### src/rtl/ps2_matrix_kbd.sv
// ps2_matrix_kbd: PS/2 scancode events -> emulated keyboard matrix.
// A host-loadable 512-entry map RAM translates {extended, code} into a matrix
// position or a special level output. Matrix keys get a minimum hold time, so
// fast taps stay visible to a slow guest scan.
// Optional build macro: GHOST_EMU_EN enables one-level ghosting in key_hit.
module ps2_matrix_kbd #(
    parameter int ROWS        = 8,
    parameter int COLS        = 8,
    parameter int NUM_SPECIAL = 2,
    parameter int TICK_DIV    = 1024,
    parameter int MIN_HOLD    = 4,
    localparam int RW  = (ROWS > 1) ? $clog2(ROWS) : 1,
    localparam int CW  = (COLS > 1) ? $clog2(COLS) : 1,
    localparam int SW  = (NUM_SPECIAL > 1) ? $clog2(NUM_SPECIAL) : 1,
    localparam int PW  = ((RW + CW) > SW) ? (RW + CW) : SW,
    localparam int MDW = 2 + PW
) (
    input  logic                   clk_sys,
    input  logic                   reset,
    input  logic                   key_strobe,
    input  logic                   key_pressed,
    input  logic                   key_extended,
    input  logic [7:0]             key_code,
    input  logic                   map_we,
    input  logic [8:0]             map_addr,
    input  logic [MDW-1:0]         map_data,
    input  logic                   clear_all,
    input  logic [RW-1:0]          row,
    input  logic [COLS-1:0]        col,
    output logic                   key_hit,
    output logic [NUM_SPECIAL-1:0] special
);

    localparam int NK = ROWS * COLS;
    localparam int HW = (MIN_HOLD > 0) ? $clog2(MIN_HOLD + 1) : 1;
    localparam int TW = (TICK_DIV > 1) ? $clog2(TICK_DIV) : 1;

    logic          flush;
    assign flush = reset | clear_all;

    // ------------------------------------------------------------------
    // Map RAM and event pipeline
    // ------------------------------------------------------------------
    logic [MDW-1:0] map_mem [512];
    logic [MDW-1:0] map_rd;
    logic           s1_vld;
    logic           s1_make;

    // Map RAM: host write port plus synchronous read; read sees the old word on a same-address write
    always_ff @(posedge clk_sys) begin
        if (map_we)
            map_mem[map_addr] <= map_data;
        map_rd <= map_mem[{key_extended, key_code}];
    end

    // S0 register: capture the strobe alongside the map read; flush drops anything in flight
    always_ff @(posedge clk_sys) begin
        if (flush) begin
            s1_vld  <= 1'b0;
            s1_make <= 1'b0;
        end else begin
            s1_vld  <= key_strobe;
            s1_make <= key_pressed;
        end
    end

    logic          ent_valid;
    logic          ent_special;
    logic [PW-1:0] ent_payload;
    logic [RW-1:0] ent_row;
    logic [CW-1:0] ent_col;
    logic [SW-1:0] ent_sidx;
    logic          ev_matrix;
    logic          ev_special;

    assign ent_valid   = map_rd[MDW-1];
    assign ent_special = map_rd[MDW-2];
    assign ent_payload = map_rd[PW-1:0];
    assign ent_row     = ent_payload[RW+CW-1:CW];
    assign ent_col     = ent_payload[CW-1:0];
    assign ent_sidx    = ent_payload[SW-1:0];
    assign ev_matrix   = s1_vld & ent_valid & ~ent_special;
    assign ev_special  = s1_vld & ent_valid &  ent_special;

    // ------------------------------------------------------------------
    // Hold tick prescaler
    // ------------------------------------------------------------------
    logic [TW-1:0] pre_cnt;
    logic          tick;

    assign tick = (pre_cnt == '0);

    // Free-running down-counter; terminal count produces the hold tick
    always_ff @(posedge clk_sys) begin
        if (reset)
            pre_cnt <= TW'(TICK_DIV - 1);
        else if (tick)
            pre_cnt <= TW'(TICK_DIV - 1);
        else
            pre_cnt <= pre_cnt - TW'(1);
    end

    // ------------------------------------------------------------------
    // Per-key state, hold counter and release-pending flag
    // ------------------------------------------------------------------
    logic [NK-1:0] st_q, st_n;
    logic [NK-1:0] pend_q, pend_n;
    logic [HW-1:0] cnt_q [NK];
    logic [HW-1:0] cnt_n [NK];
    logic [HW-1:0] cnt_dec [NK];

    // Next-state for every key: tick ageing first, then the S1 event overrides
    always_comb begin
        st_n   = st_q;
        pend_n = pend_q;
        for (int i = 0; i < NK; i++) begin
            cnt_dec[i] = (tick && cnt_q[i] != '0) ? cnt_q[i] - HW'(1) : cnt_q[i];
            cnt_n[i]   = cnt_dec[i];
            if (pend_q[i] && cnt_dec[i] == '0) begin
                st_n[i]   = 1'b0;
                pend_n[i] = 1'b0;
            end
            if (ev_matrix && ent_row == RW'(i / COLS) && ent_col == CW'(i % COLS)) begin
                if (s1_make) begin
                    // make (including typematic repeat and re-make while pending)
                    st_n[i]   = 1'b1;
                    cnt_n[i]  = HW'(MIN_HOLD);
                    pend_n[i] = 1'b0;
                end else if (cnt_dec[i] == '0) begin
                    st_n[i]   = 1'b0;
                    pend_n[i] = 1'b0;
                end else begin
                    pend_n[i] = 1'b1;
                end
            end
        end
    end

    // Key state registers; reset and clear_all force-release everything
    always_ff @(posedge clk_sys) begin
        if (flush) begin
            st_q   <= '0;
            pend_q <= '0;
            for (int i = 0; i < NK; i++)
                cnt_q[i] <= '0;
        end else begin
            st_q   <= st_n;
            pend_q <= pend_n;
            for (int i = 0; i < NK; i++)
                cnt_q[i] <= cnt_n[i];
        end
    end

    // Special level outputs track make/break directly; out-of-range indices match nothing
    always_ff @(posedge clk_sys) begin
        if (flush) begin
            special <= '0;
        end else if (ev_special) begin
            for (int i = 0; i < NUM_SPECIAL; i++)
                if (ent_sidx == SW'(i))
                    special[i] <= s1_make;
        end
    end

    // ------------------------------------------------------------------
    // Matrix scan
    // ------------------------------------------------------------------
    logic [COLS-1:0] row_bits [ROWS];
    logic [COLS-1:0] sel_cols;
    logic [COLS-1:0] seen_cols;

    // Selected row's pressed columns (zero when row is outside the matrix), plus optional ghosts
    always_comb begin
        sel_cols = '0;
        for (int r = 0; r < ROWS; r++) begin
            row_bits[r] = st_q[r*COLS +: COLS];
            if (row == RW'(r))
                sel_cols = row_bits[r];
        end
        seen_cols = sel_cols;
`ifdef GHOST_EMU_EN
        // any row sharing a pressed column with the selected row leaks its columns through
        for (int r = 0; r < ROWS; r++)
            if ((row_bits[r] & sel_cols) != '0)
                seen_cols = seen_cols | row_bits[r];
`endif
    end

    // Registered, active-low key_hit: low when a driven column sees a pressed key
    always_ff @(posedge clk_sys) begin
        if (flush)
            key_hit <= 1'b1;
        else
            key_hit <= ((seen_cols & ~col) == '0);
    end

endmodule

### config.mk
export PLATFORM = sky130hd
export DESIGN_NAME = ps2_matrix_kbd
export DESIGN_NICKNAME = d
export VERILOG_FILES = /design/src/rtl/ps2_matrix_kbd.sv
export SDC_FILE = /design/constraint.sdc
export NUM_CORES = 2
export LEC_CHECK = 0
export BUFFER_PORTS_ARGS = -buffer_cell sky130_fd_sc_hd__buf_2
export CAP_MARGIN = 40
export CORE_ASPECT_RATIO = 0.9
export CORE_MARGIN = 10
export CORE_UTILIZATION = 40
export CTS_CLUSTER_DIAMETER = 150
export DETAILED_ROUTE_END_ITERATION = 16
export PLACE_DENSITY = 0.52
export SYNTH_ARGS = -nofsm -noshare
export SYNTH_HDL_FRONTEND = slang
export SYNTH_MEMORY_MAX_BITS = 65536
export SYNTH_SLANG_ARGS = --single-unit
### constraint.sdc
create_clock -name clk_sys -period 2.4 [get_ports clk_sys]
set_clock_uncertainty 0.15 [all_clocks]
set_input_delay 0.24 -clock clk_sys [delete_from_list [all_inputs] [get_ports clk_sys]]
set_output_delay 0.24 -clock clk_sys [all_outputs]
set_load 0.02 [all_outputs]
Yosys cells after proc, flatten, opt, wreduce, memory -nomap -nowiden. Memories as Yosys holds them, arrays and structs flattened. A register that Yosys moved wholly into a read port is not among the register bits. Index checks and enable logic that the tools add are counted.

$add $sub $neg: 65. Eq/ne operators: 21. Muxes and demuxes: 781. Bitwise operators: 72. Reduce and logical (&&, ||, !) cells: 400.

Operator list (number): 3-bit two-way mux (256); 1-bit two-way mux (517); 3-bit zero test (67); 1-bit logical AND (200); 3-bit nonzero test (64); 3-bit by 1-bit subtractor with 3-bit output (second input constant) (64); 2-bit nonzero test (64); 1-bit bitwise OR (65); 8-bit two-way mux (8); 3-bit equality test (second input constant) (12); 3-bit by 2-bit equality test with 1-bit output (second input constant) (6); 10-bit zero test (1); 10-bit by 1-bit subtractor with 10-bit output (second input constant) (1); 3-bit by 1-bit equality test with 1-bit output (second input constant) (3); 8-bit bitwise AND (1); 8-bit zero test (1); 8-bit inverter (1); 2-bit AND reduction (2); 1-bit bitwise AND (3); 1-bit inverter (2); 2-bit OR reduction (1).

Flip-flop bits (word level): 143. RAM bits: 4288. Input port bits: 43. Logic and storage cells: 1412. Memories: 2.

Memory list: map_mem (depth 512, width 8, rd ports 1, clocked after Yosys merged registers in 1, write ports 1, line 44) `logic [MDW-1:0] map_mem [512];`; cnt_q (depth 64, width 3, rd ports 64, clocked after Yosys merged registers in 0, write ports 64, line 108) `logic [HW-1:0] cnt_q [NK];`.

Depth between registers and ports, before layout.
Depth in word-level cells: 11. Depth in mapped cells: 14.

Least setup slack after synthesis. OpenSTA, ideal clock, no wires.

Path type: input -> register. Start: input port key_code[0]. End: register map_rd[5], read port of map_mem. Library setup time: 0.117 ns. Arrival time: 2.322 ns. Setup slack: -0.189 ns. Stages on the path: 10. Path buffers: 4. Path through: buf_6 buf_12 buf_4 buf_4 mux4_2 a2111oi_0 nor4_1 nand4b_1 nand4_1 and4b_1.

RTL lines: start, declared (line 23) `input logic [7:0] key_code,`; end, declared (line 45) `logic [MDW-1:0] map_rd;`.

==> summary.md <==
| Metric | Value |
|---|---|
| Violated checks | setup timing |
| DP Worst Slack | -1.858 ns |
| Pwr/cell area | 773.6 nW/um^2 |
| Synth Instances | ~10000 |
| Final HPWL DP | around 350000 um |
| Max FO, Critical Path | 2 |
| Vias in the first global route | around 100k |
| Seq/Total Area, Yosys | 73.31% |
| Synthesized area | 177100 um^2 |
| Max Slew Vio Count | 0 |
| Initial Util | 40.22% |
| Worst hold start | map_data[5] |
| CP Data Arrival Time | 3.67 ns |
| RSZ-0062 raised after global routing | true |
| TritonCTS buffer count | around 450 |
| Reg-to-Reg End | map_rd[1] |
| Layout Cells excl Fill | 18115 |
| Number of synthesized flops with an enable pin | 4096 |
| Syn. warnings | 0 |
| Vias | 102398 |
| Synth top area share | 69.43% |
| Commonest non-fill, non-tap cell in the layout | edfxtp_1 |
| Worst min path class | in -> reg |
| Crit start category | register |
| Critical path class | reg -> reg |
| Core Box Area | 440500 um^2 |
| Adder-Cell Fraction of Synth Area | 0.9111% |
| Final setup viols | 7 |
| Multiplexer share of the synthesized area | between 10% and 20% |
| Maximum clock path buffer count | 4 |
| Asr flop ratio synth | 0% |
| XOR/XNOR Fraction of Synth Area | less than 1% |
| Layout area overhead | 22.24% |
| Largest net degree at the start of global routing | 124 |
| CP endpoint kind | register |
| Placed cells | between 15000 and 20000 |
| Drt wl/cell | 28.72 um |
| Most frequent cells in the layout | edfxtp_1 (4096), buf_4 (1662), nor2_1 (736) |
| Crit path cell chain | mux2i_1 > o221ai_1 > o22ai_1 > o21ai_0 > buf_4 > nand4_1 > or4_1 > a211oi_2 |
| Largest family of logic cells by synthesized area | multiplexers |
| First-pass GRT wire length | between 700000 and 800000 um |
| Worst Slack Setup Final | -0.4884 ns |
| Synth Area in Compound Gates | a little over 5% |
| WL final | 520200 um |
| Die X-Extent | between 700 and 800 um |
| 1st-iter DRT viols | 11059 |
| First drt pass iteration count | 6 |
| Depth of the CTS H-tree | 5 |
| Total gr overflow | 0 |
| VDD IR max | 0.6310 mV |
| Max Cap Viol | 0 |
| Status | finished with violations |
| CTS tree | done |
| FF-to-FF Start | map_mem[181][1] |
| Mean Syn Cell Area | approximately 18 um^2 |
| Tmin final | 2.888 ns |
| IO buf count | 45 |
| Drt via density | roughly 5.7 |
| Top post-synthesis cells by area | edfxtp_1 (69%), mux4_2 (8.8%), dfxtp_1 (3.9%) |
| Row cnt | 231 |
| CP Data Required Time | between 3 and 4 ns |
| Cell depth of the worst hold path | 2 |
| Setup TNS | -2.255 ns |
| Synth Area in Simple Gates | 4.693% |
| Total track usage | 21.53% |
| Yosys cell types | 80 |
| Final Cycle Share | 120.3% |
| Clock transition at path regs | 0.06 ns |
| FMAX | 346.2 MHz |
| Antenna viol nets, final | 0 |
| Slew headroom | 37.95% |
| Leakage power total | 72.42 nW |
| Setup slack, reg-to-reg | -0.49 ns |
| Largest area contributor in the netlist | edfxtp_1 |
| Placed inst area | roughly 200000 um^2 |
| Die area | 469900 um^2 |
| Gp weighted congestion | 0.8942 |
| CTS sink cnt | 4439 |
| Initial antenna violation count | 27 |
| Synth Register Bits | around 4400 |
| Cells on worst reg2reg path | 8 |
| Residual DRC | 0 |
| Post-Layout Inst Area | approximately 220000 um^2 |
| Slowest CP cell | or4_1 |
| Synthesized Nets | 10144 |
| Die Y | 651.3 um |
| Layout cells sized above 1 | between 20% and 30% |
| Slew @ Worst Pin | 0.9222 ns |
| Final hold viol count | 0 |
| Most used DFF post-synth | edfxtp_1 |
| Clock tree root buffer cell | clkbuf_16 |
| I/O pin count | 46 |
| Slowest stage delay, CP | roughly 0.61 ns |
| Clock Latency Late Sink | about 1.0 ns |
| Layout Nets | 12055 |
| Worst Hold End | map_mem[103][5] |
==> stage by stage <==
stage	utilization (%)	total power, mW	hold slack [ns]
detailed placement	45.26	95.85	0.2547
finish	49.16	167.5	0.08903
floorplan	-	90.32	0.1889
CTS	49.02	168.7	0.02282
global placement	45.24	95.74	0.2450
global route	49.16	172.3	0.06144
==> worst max-delay path: cells and delay by family, from the launching register on <==
kind | cells | cell delay (ns)
compound gates | 4 | 1.17
buf+inv | 1 | 0.21
flops | 1 | 0.32
mux | 1 | 0.08
simple gates | 2 | 0.87
==> state kept, by name (all words and copies together) (netlist names) <==
| signal | cells |
|---|---|
| map_mem | 4096 |
| cnt_q | 192 |
| pend_q | 64 |
| st_q | 64 |
| pre_cnt | 10 |
| map_rd | 8 |
| special | 2 |
| key_hit | 1 |
| s1_make | 1 |
| s1_vld | 1 |
==> how the worst max path moves through the flow <==
stage | start | to | slack, ns
finish | map_mem[181][1] | map_rd[1] | -0.49
global route | map_mem[487][7] | map_rd[7] | -0.52
CTS | map_mem[342][1] | map_rd[1] | -0.47
detailed placement | key_code[0] | map_rd[6] | -1.86
global placement | key_code[0] | map_rd[6] | -1.91
floorplan | key_code[0] | map_rd[4] | -0.08
==> metal layers <==
layer | vias to the layer above | track usage (%) | part of all wire (%)
li1 | 44136 | - | -
met1 | 53818 | 31.61 | 44
met2 | 3769 | 33.97 | 46
met3 | 667 | 3.284 | 7.1
met4 | 8 | 4.933 | 2.2
met5 | - | 0 | 0.011
==> power by group <==
group / internal (mW) / switching, mW
Combinational: 3.92 / 5.92
Clock: 42.4 / 30.6
Sequential: 84.5 / 0.111
Total: 131 / 36.7
==> synthesized netlist by cell type (67+ instances only) <==
| cell type | n |
|---|---|
| o21ai_0 | 211 |
| dfxtp_1 | 343 |
| inv_1 | 201 |
| nor2_1 | 803 |
| o221ai_1 | 248 |
| o22ai_1 | 179 |
| nor4_1 | 69 |
| xnor2_1 | 67 |
| a21oi_1 | 349 |
| nor3_1 | 140 |
| edfxtp_1 | 4096 |
| mux4_2 | 690 |
| ha_1 | 129 |
| a211oi_1 | 82 |
| nor3b_1 | 74 |
| nand2_1 | 439 |
| buf_2 | 94 |
| clkbuf_1 | 299 |
| mux2i_1 | 641 |
| nand4_1 | 72 |
==> cells by family after synthesis <==
| group | count (synthesis) |
|---|---|
| AOI/OAI and AO/OA | 1328 |
| xor gates and xnor gates | 68 |
| adders and majority gates | 129 |
| buffers and inverters | 783 |
| DFF | 4439 |
| muxes | 1410 |
| and+or+nand+nor | 1815 |
==> final cells by class <==
| type | instances | area (um^2) |
|---|---|---|
| Timing Repair Buffer | 2039 | 18860 |
| Inverter | 201 | 767.0 |
| Multi-Input combinational cell | 4750 | 44300 |
| Fill cell | 36358 | 223900 |
| Antenna cell | 12 | 30.03 |
| Clock inverter | 309 | 3523 |
| Sequential cell | 4439 | 129900 |
| Clock buffer | 540 | 11900 |
| Tap cell | 5825 | 7288 |
==> timing repair <==
action,4_1_cts,5_1_grt
hold endpoints to repair,4516,0
setup endpoints to repair,40,115
pin swaps,48,49
gates resized for setup,143,134
hold buffers,53,0
cloned,0,3
buffers inserted,1,9
No activity file was read; power rests on OpenSTA's default activity.
